## src/rtl/sp_mem_arbiter_if.sv

```systemverilog
// Bus bundle between the scratchpad/core requesters, the arbiter and the word RAM.
// slave: the arbiter side; master: the requester/RAM side that drives the requests.
interface sp_mem_arbiter_if #(
  parameter int WORD_W       = 32,
  parameter int BITS_PER_ROW = 64,
  parameter int ROW_S_W      = 2
);
  logic                    sLoad;
  logic                    sStore;
  logic [WORD_W-1:0]       load_addr;
  logic [WORD_W-1:0]       store_addr;
  logic [BITS_PER_ROW-1:0] store_data;
  logic [BITS_PER_ROW-1:0] load_data;
  logic                    sLoad_hit;
  logic                    sStore_hit;
  logic [ROW_S_W-1:0]      sLoad_row;

  logic                    core_ren;
  logic                    core_wen;
  logic [WORD_W-1:0]       core_addr;
  logic [WORD_W-1:0]       core_wdata;
  logic [WORD_W-1:0]       core_rdata;
  logic                    core_ready;

  logic                    ram_ren;
  logic                    ram_wen;
  logic [WORD_W-1:0]       ram_addr;
  logic [WORD_W-1:0]       ram_wdata;
  logic [WORD_W-1:0]       ram_rdata;
  logic                    ram_ready;

  modport slave (
    input  sLoad, sStore, load_addr, store_addr, store_data,
    input  core_ren, core_wen, core_addr, core_wdata,
    input  ram_rdata, ram_ready,
    output load_data, sLoad_hit, sStore_hit, sLoad_row,
    output core_rdata, core_ready,
    output ram_ren, ram_wen, ram_addr, ram_wdata
  );

  modport master (
    output sLoad, sStore, load_addr, store_addr, store_data,
    output core_ren, core_wen, core_addr, core_wdata,
    output ram_rdata, ram_ready,
    input  load_data, sLoad_hit, sStore_hit, sLoad_row,
    input  core_rdata, core_ready,
    input  ram_ren, ram_wen, ram_addr, ram_wdata
  );
endinterface

```

## src/rtl/sp_mem_arbiter.sv

```systemverilog
// Shares one word-wide RAM port between the host core data port and scratchpad
// row traffic. Rows move as two little-endian word beats; load rows are
// reassembled and tagged with a wrapping destination row index.
//
// state | meaning
// IDLE  | no RAM access; choose next requester (round-robin core vs scratchpad)
// CORE  | one core word beat
// LD0   | row load, low word at aligned base
// LD1   | row load, high word at base+4; load hit on completion
// ST0   | row store, low word at aligned base
// ST1   | row store, high word at base+4; store hit on completion
module sp_mem_arbiter #(
  parameter int WORD_W       = 32,
  parameter int BITS_PER_ROW = 64,
  parameter int ROW_S_W      = 2
) (
  input logic             CLK,
  input logic             nRST,
  sp_mem_arbiter_if.slave bus
);

  typedef enum logic [2:0] {IDLE, CORE, LD0, LD1, ST0, ST1} state_t;
  typedef enum logic {GRANT_SP, GRANT_CORE} grant_t;

  state_t state, state_nxt;
  grant_t last_grant;

  logic [ROW_S_W-1:0]      row_cnt;
  logic [WORD_W-1:0]       first_beat;

  logic                    core_req, sp_req, grant_core;
  logic [WORD_W-1:0]       ld_base, st_base;

  logic                    ram_ren_c, ram_wen_c;
  logic [WORD_W-1:0]       ram_addr_c, ram_wdata_c, core_rdata_c;
  logic                    core_ready_c, ld_hit_c, st_hit_c;
  logic [BITS_PER_ROW-1:0] load_data_c;
  logic [ROW_S_W-1:0]      ld_row_c;

  assign core_req   = bus.core_ren | bus.core_wen;
  assign sp_req     = bus.sLoad | bus.sStore;
  // core wins when alone, or when both wait and the scratchpad went last
  assign grant_core = core_req & (~sp_req | (last_grant == GRANT_SP));
  assign ld_base    = {bus.load_addr[WORD_W-1:3], 3'b000};
  assign st_base    = {bus.store_addr[WORD_W-1:3], 3'b000};

  // state register
  always_ff @(posedge CLK or negedge nRST) begin
    if (!nRST) state <= IDLE;
    else       state <= state_nxt;
  end

  // grant history, first load beat and destination row counter
  always_ff @(posedge CLK or negedge nRST) begin
    if (!nRST) begin
      last_grant <= GRANT_SP;
      first_beat <= '0;
      row_cnt    <= '0;
    end else begin
      if (state == IDLE && (core_req || sp_req))
        last_grant <= grant_core ? GRANT_CORE : GRANT_SP;
      if (state == LD0 && bus.ram_ready)
        first_beat <= bus.ram_rdata;
      if (ld_hit_c)
        row_cnt <= row_cnt + ROW_S_W'(1);
    end
  end

  // next state and all bus outputs; everything idles at zero
  always_comb begin
    state_nxt    = state;
    ram_ren_c    = 1'b0;
    ram_wen_c    = 1'b0;
    ram_addr_c   = '0;
    ram_wdata_c  = '0;
    core_ready_c = 1'b0;
    core_rdata_c = '0;
    ld_hit_c     = 1'b0;
    st_hit_c     = 1'b0;
    load_data_c  = '0;
    ld_row_c     = '0;
    case (state)
      IDLE: begin
        if (grant_core)       state_nxt = CORE;
        else if (bus.sLoad)   state_nxt = LD0;
        else if (bus.sStore)  state_nxt = ST0;
      end
      CORE: begin
        ram_wen_c    = bus.core_wen;
        ram_ren_c    = bus.core_ren & ~bus.core_wen;
        ram_addr_c   = bus.core_addr;
        ram_wdata_c  = bus.core_wdata;
        core_ready_c = bus.ram_ready;
        if (bus.ram_ready) begin
          core_rdata_c = bus.ram_rdata;
          state_nxt    = IDLE;
        end
      end
      LD0: begin
        ram_ren_c  = 1'b1;
        ram_addr_c = ld_base;
        if (bus.ram_ready) state_nxt = LD1;
      end
      LD1: begin
        ram_ren_c  = 1'b1;
        ram_addr_c = ld_base + WORD_W'(4);
        if (bus.ram_ready) begin
          ld_hit_c    = 1'b1;
          load_data_c = {bus.ram_rdata, first_beat};
          ld_row_c    = row_cnt;
          state_nxt   = IDLE;
        end
      end
      ST0: begin
        ram_wen_c   = 1'b1;
        ram_addr_c  = st_base;
        ram_wdata_c = bus.store_data[WORD_W-1:0];
        if (bus.ram_ready) state_nxt = ST1;
      end
      ST1: begin
        ram_wen_c   = 1'b1;
        ram_addr_c  = st_base + WORD_W'(4);
        ram_wdata_c = bus.store_data[BITS_PER_ROW-1:WORD_W];
        if (bus.ram_ready) begin
          st_hit_c  = 1'b1;
          state_nxt = IDLE;
        end
      end
      default: state_nxt = IDLE;
    endcase
  end

  assign bus.ram_ren    = ram_ren_c;
  assign bus.ram_wen    = ram_wen_c;
  assign bus.ram_addr   = ram_addr_c;
  assign bus.ram_wdata  = ram_wdata_c;
  assign bus.core_ready = core_ready_c;
  assign bus.core_rdata = core_rdata_c;
  assign bus.sLoad_hit  = ld_hit_c;
  assign bus.sStore_hit = st_hit_c;
  assign bus.load_data  = load_data_c;
  assign bus.sLoad_row  = ld_row_c;

endmodule

```

## src/flat_wrapper.sv

```systemverilog
// flat-port wrapper written by rule: the top's interface ports become plain ports
module sp_mem_arbiter_flat 
#(
  parameter int WORD_W       = 32,
  parameter int BITS_PER_ROW = 64,
  parameter int ROW_S_W      = 2
)
  (CLK, nRST, bus_sLoad, bus_sStore, bus_load_addr, bus_store_addr, bus_store_data, bus_core_ren, bus_core_wen, bus_core_addr, bus_core_wdata, bus_ram_rdata, bus_ram_ready, bus_load_data, bus_sLoad_hit, bus_sStore_hit, bus_sLoad_row, bus_core_rdata, bus_core_ready, bus_ram_ren, bus_ram_wen, bus_ram_addr, bus_ram_wdata);
  sp_mem_arbiter_if #(.WORD_W(WORD_W), .BITS_PER_ROW(BITS_PER_ROW), .ROW_S_W(ROW_S_W)) bus_i ();
  input logic CLK;
  input logic nRST;
  input wire logic [$bits(bus_i.sLoad)-1:0] bus_sLoad;
  input wire logic [$bits(bus_i.sStore)-1:0] bus_sStore;
  input wire logic [$bits(bus_i.load_addr)-1:0] bus_load_addr;
  input wire logic [$bits(bus_i.store_addr)-1:0] bus_store_addr;
  input wire logic [$bits(bus_i.store_data)-1:0] bus_store_data;
  input wire logic [$bits(bus_i.core_ren)-1:0] bus_core_ren;
  input wire logic [$bits(bus_i.core_wen)-1:0] bus_core_wen;
  input wire logic [$bits(bus_i.core_addr)-1:0] bus_core_addr;
  input wire logic [$bits(bus_i.core_wdata)-1:0] bus_core_wdata;
  input wire logic [$bits(bus_i.ram_rdata)-1:0] bus_ram_rdata;
  input wire logic [$bits(bus_i.ram_ready)-1:0] bus_ram_ready;
  output wire logic [$bits(bus_i.load_data)-1:0] bus_load_data;
  output wire logic [$bits(bus_i.sLoad_hit)-1:0] bus_sLoad_hit;
  output wire logic [$bits(bus_i.sStore_hit)-1:0] bus_sStore_hit;
  output wire logic [$bits(bus_i.sLoad_row)-1:0] bus_sLoad_row;
  output wire logic [$bits(bus_i.core_rdata)-1:0] bus_core_rdata;
  output wire logic [$bits(bus_i.core_ready)-1:0] bus_core_ready;
  output wire logic [$bits(bus_i.ram_ren)-1:0] bus_ram_ren;
  output wire logic [$bits(bus_i.ram_wen)-1:0] bus_ram_wen;
  output wire logic [$bits(bus_i.ram_addr)-1:0] bus_ram_addr;
  output wire logic [$bits(bus_i.ram_wdata)-1:0] bus_ram_wdata;
  assign bus_i.sLoad = bus_sLoad;
  assign bus_i.sStore = bus_sStore;
  assign bus_i.load_addr = bus_load_addr;
  assign bus_i.store_addr = bus_store_addr;
  assign bus_i.store_data = bus_store_data;
  assign bus_i.core_ren = bus_core_ren;
  assign bus_i.core_wen = bus_core_wen;
  assign bus_i.core_addr = bus_core_addr;
  assign bus_i.core_wdata = bus_core_wdata;
  assign bus_i.ram_rdata = bus_ram_rdata;
  assign bus_i.ram_ready = bus_ram_ready;
  assign bus_load_data = bus_i.load_data;
  assign bus_sLoad_hit = bus_i.sLoad_hit;
  assign bus_sStore_hit = bus_i.sStore_hit;
  assign bus_sLoad_row = bus_i.sLoad_row;
  assign bus_core_rdata = bus_i.core_rdata;
  assign bus_core_ready = bus_i.core_ready;
  assign bus_ram_ren = bus_i.ram_ren;
  assign bus_ram_wen = bus_i.ram_wen;
  assign bus_ram_addr = bus_i.ram_addr;
  assign bus_ram_wdata = bus_i.ram_wdata;
  sp_mem_arbiter #(.WORD_W(WORD_W), .BITS_PER_ROW(BITS_PER_ROW), .ROW_S_W(ROW_S_W)) u_core (.CLK(CLK), .nRST(nRST), .bus(bus_i));
endmodule
```

## config.mk

```make
export PLATFORM = sky130hd
export DESIGN_NAME = sp_mem_arbiter_flat
export DESIGN_NICKNAME = d
export VERILOG_FILES = /design/src/rtl/sp_mem_arbiter_if.sv /design/src/rtl/sp_mem_arbiter.sv /design/src/flat_wrapper.sv
export SDC_FILE = /design/constraint.sdc
export NUM_CORES = 1
export LEC_CHECK = 0
export CAP_MARGIN = 20
export CORE_AREA = 2 2 154 156
export CTS_BUF_LIST = sky130_fd_sc_hd__clkbuf_8
export CTS_CLUSTER_DIAMETER = 30
export CTS_CLUSTER_SIZE = 20
export DETAILED_ROUTE_END_ITERATION = 8
export DIE_AREA = 0 0 156 158
export GPL_TIMING_DRIVEN = 0
export SETUP_SLACK_MARGIN = 0.02
export SYNTH_ARGS = -nofsm -noshare
export SYNTH_HDL_FRONTEND = slang
export SYNTH_SLANG_ARGS = --single-unit
```

## constraint.sdc

```tcl
create_clock -name CLK -period 1.5 [get_ports CLK]
set_clock_uncertainty 0.1 [all_clocks]
set_input_delay 0.225 -clock CLK [delete_from_list [all_inputs] [get_ports CLK]]
set_output_delay 0.225 -clock CLK [all_outputs]
set_load 0.05 [all_outputs]
```

==> flow_metrics.tcl, run 1 <==
set metrics [dict create \
    cts-root-buf "clkbuf_8" \
    period_share_pct 148 \
    r2r-start "u_core.state[0]$_DFFE_PN0P_" \
    yosys.area.top_type_share_pct 25.1 \
    ioPinCount 398 \
    pre_cts_slack_ns -1.47 \
    drv_cap 0 \
    diodes 0 \
    worstRegToRegCells 5 \
    rsz0062_at_grt "yes" \
    port_buffers 391 \
    cts_buffers 5 \
    synth_edf_count 0 \
    yosysWarnings 0 \
    drt_iter0_drc 151 \
    end_kind "primary output" \
    vias 5001 \
    antenna_found_initial 0 \
    worstPathMaxFanout 10 \
    reg2reg_setup_slack_ns -0.30 \
    clk_pin_slew_ns 0.08 \
    async_flop_share_pct 100 \
    rows 56 \
    setup_ws_ns -0.720 \
    ys_types 35 \
    syn2layout_area_growth_pct 180 \
    critical_path_class "register to primary output" \
    ys_ff_latch 38 \
    relSlewSlack_pct 66.2 \
    arrival_ns 1.89 \
    grt_max_degree 21 \
    drt_first_pass_iters 4 \
    routed_via_density 4.30 \
    fill_cells 2159 \
    timing.rr.end "u_core.first_beat[24]$_DFFE_PN0P_" \
    synthCells 439 \
    syn_nets 672 \
    synth_top_cell_by_area "dfrtp_1" \
    p_per_area_nw_per_um2 1860 \
    cts_buffer_depth 2 \
    period_minus_slack_ns 2.22 \
    syn_area_sq_um 3790 \
    finalPower_mw 19.8 \
    hpwl_mm 16.1 \
    leakage_nw 4.34 \
    slew_violations 0 \
    grt_usage_pct 15.4 \
    die-width_um 156 \
    initial_core_util_pct 16.4 \
    finalNonFillerCells 1164 \
    final_nets 1106 \
    grt_pass1_wl_mm 29.6 \
    wirelength_mm 20.7 \
    status "finished with violations" \
    drc 0 \
    drtAntennaViolNets 0 \
    hold_viol 0 \
    tightest_slew_ns 0.506 \
    gp_congestion 0.833 \
    synthTopCellsByArea "dfrtp_1 25%, and2_1 17%, a22oi_1 12%" \
    drive_gt1_share_pct 64.2 \
    placed_cells 1121 \
    clkSinkCount 38 \
    cts_tree "yes" \
    ys.flop_type "dfrtp_1" \
    avgSynthCellArea_sq_um 8.64 \
    fp.coreArea_sq_um 23100 \
    clk_latency_ns 0.30 \
    cts_max_level 2 \
    gr-total-overflow 0 \
    critPathRequiredTime_ns 1.17 \
    seq_area_frac_synth_pct 25.1 \
    violations "negative setup slack" \
    die_y_um 158 \
    irDropWorstVdd_v 0.000959 \
    setup-violations-final 201 \
    die_area_sq_um 24600 \
    post_drt_wl_per_cell_um 17.8 \
    fmax_mhz 451 \
    startpoint_type "register" \
    hold_class "primary input to asynchronous set/reset pin" \
    grt_pass1_vias 5100 \
]
==> state kept, by name, indices dropped and copies added (netlist names) <==
name               cells
u_core.first_beat     32
u_core.row_cnt         2
u_core.state           3
u_core.last_grant      1
==> critical path, stage by stage (launching register included) <==
cell	delay (ns)
dfrtp_1	0.39
buf_6	0.15
and4b_4	0.44
buf_8	0.16
clkbuf_16	0.16
and2_4	0.15
buf_8	0.14
==> stage by stage <==
step                area [sq um]  hold WS [ns]  utilization [%]  setup TNS [ns]
CTS                         9630         0.336             41.8         -127.65
global route               10600         0.367             46.1         -132.76
finish                     10600         0.340             46.1         -114.68
floorplan                   4980        -0.171                -          -33.04
global placement            9260         0.356             40.2         -262.21
detailed placement          9280         0.120             40.3         -223.70
==> final cells by class <==
class / instances / area [sq um] / share of cell area [%]
inverters: 4 / 27.5 / 0.259
clock buffers: 6 / 82.6 / 0.777
well taps: 290 / 363 / 3.41
clock inverters: 2 / 12.5 / 0.118
plain buffers: 43 / 592 / 5.57
multi-input cells: 354 / 3750 / 35.3
flip-flops and latches: 38 / 951 / 8.94
repair buffers: 427 / 4850 / 45.6
==> report_power, final <==
group	switching, mW	internal (mW)	total, mW	leakage, nW
Sequential	0.301	1.53	1.84	0.460
Combinational	9.48	7.72	17.2	3.83
Clock	0.414	0.370	0.785	0.0472
==> logic make-up (layout without fill, tap and decap cells) <==
kind of cell | after synthesis | count (layout) | share of synthesized area (%)
multiplexers | 64 | 64 | 22.0
buffers and inverters | 47 | 482 | 7.33
AO/OA/AOI/OAI | 104 | 104 | 18.2
XOR/XNOR | 2 | 2 | 0.462
AND/OR/NAND/NOR | 182 | 182 | 26.3
adder cells (fa/ha/maj) | 2 | 2 | 0.660
flip-flops | 38 | 38 | 25.1
==> cells in the final DEF, fill, tap and decap left out, types with 3 or more instances in the layout <==
cell             Yosys  routed
buf_2               13       3
nand2_1             31      15
nor2b_1              6       4
nand2_2              0      16
nor2_4               0      32
clkbuf_4             0       7
buf_12               0      10
mux2_2              34      32
clkbuf_8             0       6
a22oi_2              0      46
buf_6                3      60
and2_4               0      99
mux2_4              30      32
buf_8                3     111
a22oi_1             62      16
o21ai_4              0      30
clkbuf_16            0       8
clkdlybuf4s50_1      0     223
buf_4                7      44
nor2_1              35       3
dfrtp_1             38      38
==> cell usage after synthesis (all sizes together), types with 4 or more instances <==
library cell and number:
buf 26, nand2 31, a22oi 62, and2 100
inv 4, o21ai 35, dfrtp 38, clkbuf 17
nor2 35, nor2b 6, mux2 64
==> per-layer routing <==
metal | vias to the layer above | wire [um] | track usage [%]
met5 | - | 0 | 0
met1 | 2344 | 7980 | 18.0
met4 | 0 | 285 | 2.97
li1 | 2405 | - | -
met3 | 18 | 1540 | 3.94
met2 | 234 | 10900 | 28.7
==> timing repair <==
item                       4_1_cts  5_1_grt
hold endpoints to repair        18        0
gates resized for setup       1098      282
setup endpoints to repair      203      203
gates cloned                     2        4
pin swaps                        2       15
buffers inserted                 6       22
hold buffers                     1        0
==> how the worst max path moves through the flow <==
stage / from / cells after the start / end / slack, ns
floorplan: u_core.state[1]$_DFFE_PN0P_ / 6 / bus_ram_addr[2] / -0.26
global placement: bus_ram_ready / 5 / bus_core_rdata[2] / -1.44
detailed placement: bus_ram_ready / 6 / bus_load_data[48] / -1.47
CTS: u_core.state[2]$_DFFE_PN0P_ / 6 / bus_load_data[48] / -0.76
global route: u_core.state[2]$_DFFE_PN0P_ / 6 / bus_load_data[50] / -0.81
finish: u_core.state[2]$_DFFE_PN0P_ / 6 / bus_load_data[49] / -0.72
No activity file was read; power rests on OpenSTA's default activity.
==> run 2: changes to the inputs <==
Settings changed: CORE_AREA 2 2 154 156 to 2 2 155 157, DIE_AREA 0 0 156 158 to 0 0 157 159.
Clock period 1.5 ns to 2.6 ns, I/O delays scaled along.
==> run 2 against run 1 <==
Effect of this change:
- wire length fell by 11%
- critical path depth fell by 1
- global-route usage fell by 1.3 points
- die area rose by 1.3%
- the run now ends clean
- via count fell by 4.5%
- sequential cell count did not move
- largest cell class unchanged
- worst hold slack improved by 0.024 ns
- setup slack improved by 0.81 ns
- total power fell by 60%
- count of clock-buffer cells in the layout did not move
==> flow_metrics.tcl, run 2 (synthesis results as in run 1) <==
set metrics [dict create \
    status "completed" \
    rows 56 \
    drive_gt1_share_pct 34.2 \
    worstPathMaxFanout 10 \
    period_minus_slack_ns 2.51 \
    cts_buffer_depth 2 \
    critical_path_class "register to primary output" \
    drtAntennaViolNets 0 \
    clkSinkCount 38 \
    routed_via_density 4.12 \
    leakage_nw 3.49 \
    syn2layout_area_growth_pct 106 \
    tightest_slew_ns 0.590 \
    cts_tree "yes" \
    final_cell_mix "222 x clkdlybuf4s50_1, 100 x and2_1, 81 x buf_2" \
    hold_path_depth 1 \
    fmax_mhz 399 \
    place_area_sq_um 8120 \
    setup_ws_ns 0.0944 \
    cts_max_level 2 \
    p_int_mw 3.32 \
    hold-worst-slack_ns 0.364 \
    end_kind "primary output" \
    drc 0 \
    antenna_found_initial 1 \
    worstRegToRegCells 6 \
    startpoint_type "register" \
    clk_latency_ns 0.30 \
    die-width_um 157 \
    clk_pin_slew_ns 0.09 \
    grt_usage_pct 14.1 \
    grt_pass1_vias 4941 \
    largest_reg_flops 32 \
    cts_buffers 5 \
    die_y_um 159 \
    pre_cts_slack_ns -0.820 \
    gp_congestion 0.784 \
    slew_violations 0 \
    irDropWorstVdd_v 0.000570 \
    drt_first_pass_iters 4 \
    grt_pass1_wl_mm 27.6 \
    drt_iter0_drc 177 \
    p_seq_share_pct 13.1 \
    reg_top3 "u_core.first_beat: 32 flops, u_core.state: 3 flops, u_core.row_cnt: 2 flops" \
    diodes 0 \
    grt_max_degree 24 \
    port_buffers 391 \
    wirelength_mm 18.4 \
    post_drt_wl_per_cell_um 15.9 \
    final_nets 1073 \
    setup-violations-final 0 \
    p_sw_share_pct 57.7 \
    die_area_sq_um 25000 \
    hold_class "register to register" \
    final_area_sq_um 7800 \
    arrival_ns 2.02 \
    clock_power_share_pct 5.6 \
    drv_cap 0 \
    rsz0062_at_grt "yes" \
    ioPinCount 398 \
    initial_core_util_pct 16.3 \
    p_per_area_nw_per_um2 1010 \
    p_switching_mw 4.54 \
    relSlewSlack_pct 60.8 \
    top_register "u_core.first_beat" \
    period_share_pct 96.4 \
    gr-total-overflow 0 \
    fp.coreArea_sq_um 23200 \
    hold_viol 0 \
    vias 4774 \
    p_comb_share_pct 81.3 \
    final_util_pct 33.6 \
    final_common_cell "clkdlybuf4s50_1" \
    cts-root-buf "clkbuf_8" \
    critPathRequiredTime_ns 2.11 \
    hpwl_mm 15.4 \
]
## run 2: cell count changes in the layout (fill, tap and decap cells not counted), sizes merged
cell and change:
buf -96, clkbuf +32, clkdlybuf4s15 +16, clkdlybuf4s18 +10
clkdlybuf4s50 -1, clkinv -1, dlygate4sd2 +6, inv +1
## run 2: repair_timing
item,in CTS,in global routing
endpoints found under the hold margin,15,0
resized for setup,632,268
pin swaps,1,0
buffers inserted,0,1
hold buffers,1,0
endpoints found under the setup margin,167,148
cloned,0,0
## run 2: layer usage
layer	up-vias	wire (um)	track usage (%)
met5	-	0	0
met2	234	9490	26.7
li1	2332	-	-
met3	22	1490	3.35
met1	2186	7130	15.8
met4	0	304	3.13
## run 2: critical path, stage by stage (launching register included)
cell	delay (ns)
dfrtp_1	0.39
buf_4	0.17
buf_8	0.15
nor3b_4	0.31
a21o_1	0.17
clkdlybuf4s15_1	0.51
## run 2: worst paths after layout
path | from | to | slack, ns
min in group asynchronous | nRST | u_core.first_beat[11]$_DFFE_PN0P_ | 0.45
hold / removal | u_core.row_cnt[0]$_DFFE_PN0P_ | u_core.row_cnt[0]$_DFFE_PN0P_ | 0.36
hold reg to reg | u_core.row_cnt[0]$_DFFE_PN0P_ | u_core.row_cnt[0]$_DFFE_PN0P_ | 0.36
max in group asynchronous | nRST | u_core.first_beat[24]$_DFFE_PN0P_ | 1.49
setup / recovery | u_core.state[2]$_DFFE_PN0P_ | bus_ram_wen | 0.09
setup reg to reg | u_core.state[2]$_DFFE_PN0P_ | u_core.first_beat[14]$_DFFE_PN0P_ | 0.85
## run 2: stage by stage
step | instances | TNS (ns) | total power [mW]
after floorplan | 439 | -1.12 | 5.45
after global placement | 1149 | -83.98 | 7.72
after detailed placement | 1150 | -84.96 | 7.75
after CTS | 1159 | -4.58 | 7.95
after global routing | 1160 | -0.0130 | 8.34
final | 1160 | 0 | 7.86
## run 2: cell type report
cell class,instances,area [sq um]
multi-input combinational,354,2590
buffer,43,328
sequential,38,951
timing repair buffer,394,3420
clock inverter,2,12.5
inverter,4,17.5
tap,319,399
fill,2521,15400
clock buffer,6,82.6
## run 2: power groups by stage
stage	registers [mW]	clock network, mW	logic, mW
final	1.03	0.441	6.39
after global routing	1.07	0.493	6.78
after CTS	1.03	0.472	6.45
after detailed placement	1.04	0	6.71
after global placement	1.03	0	6.70
after floorplan	0.994	0	4.46
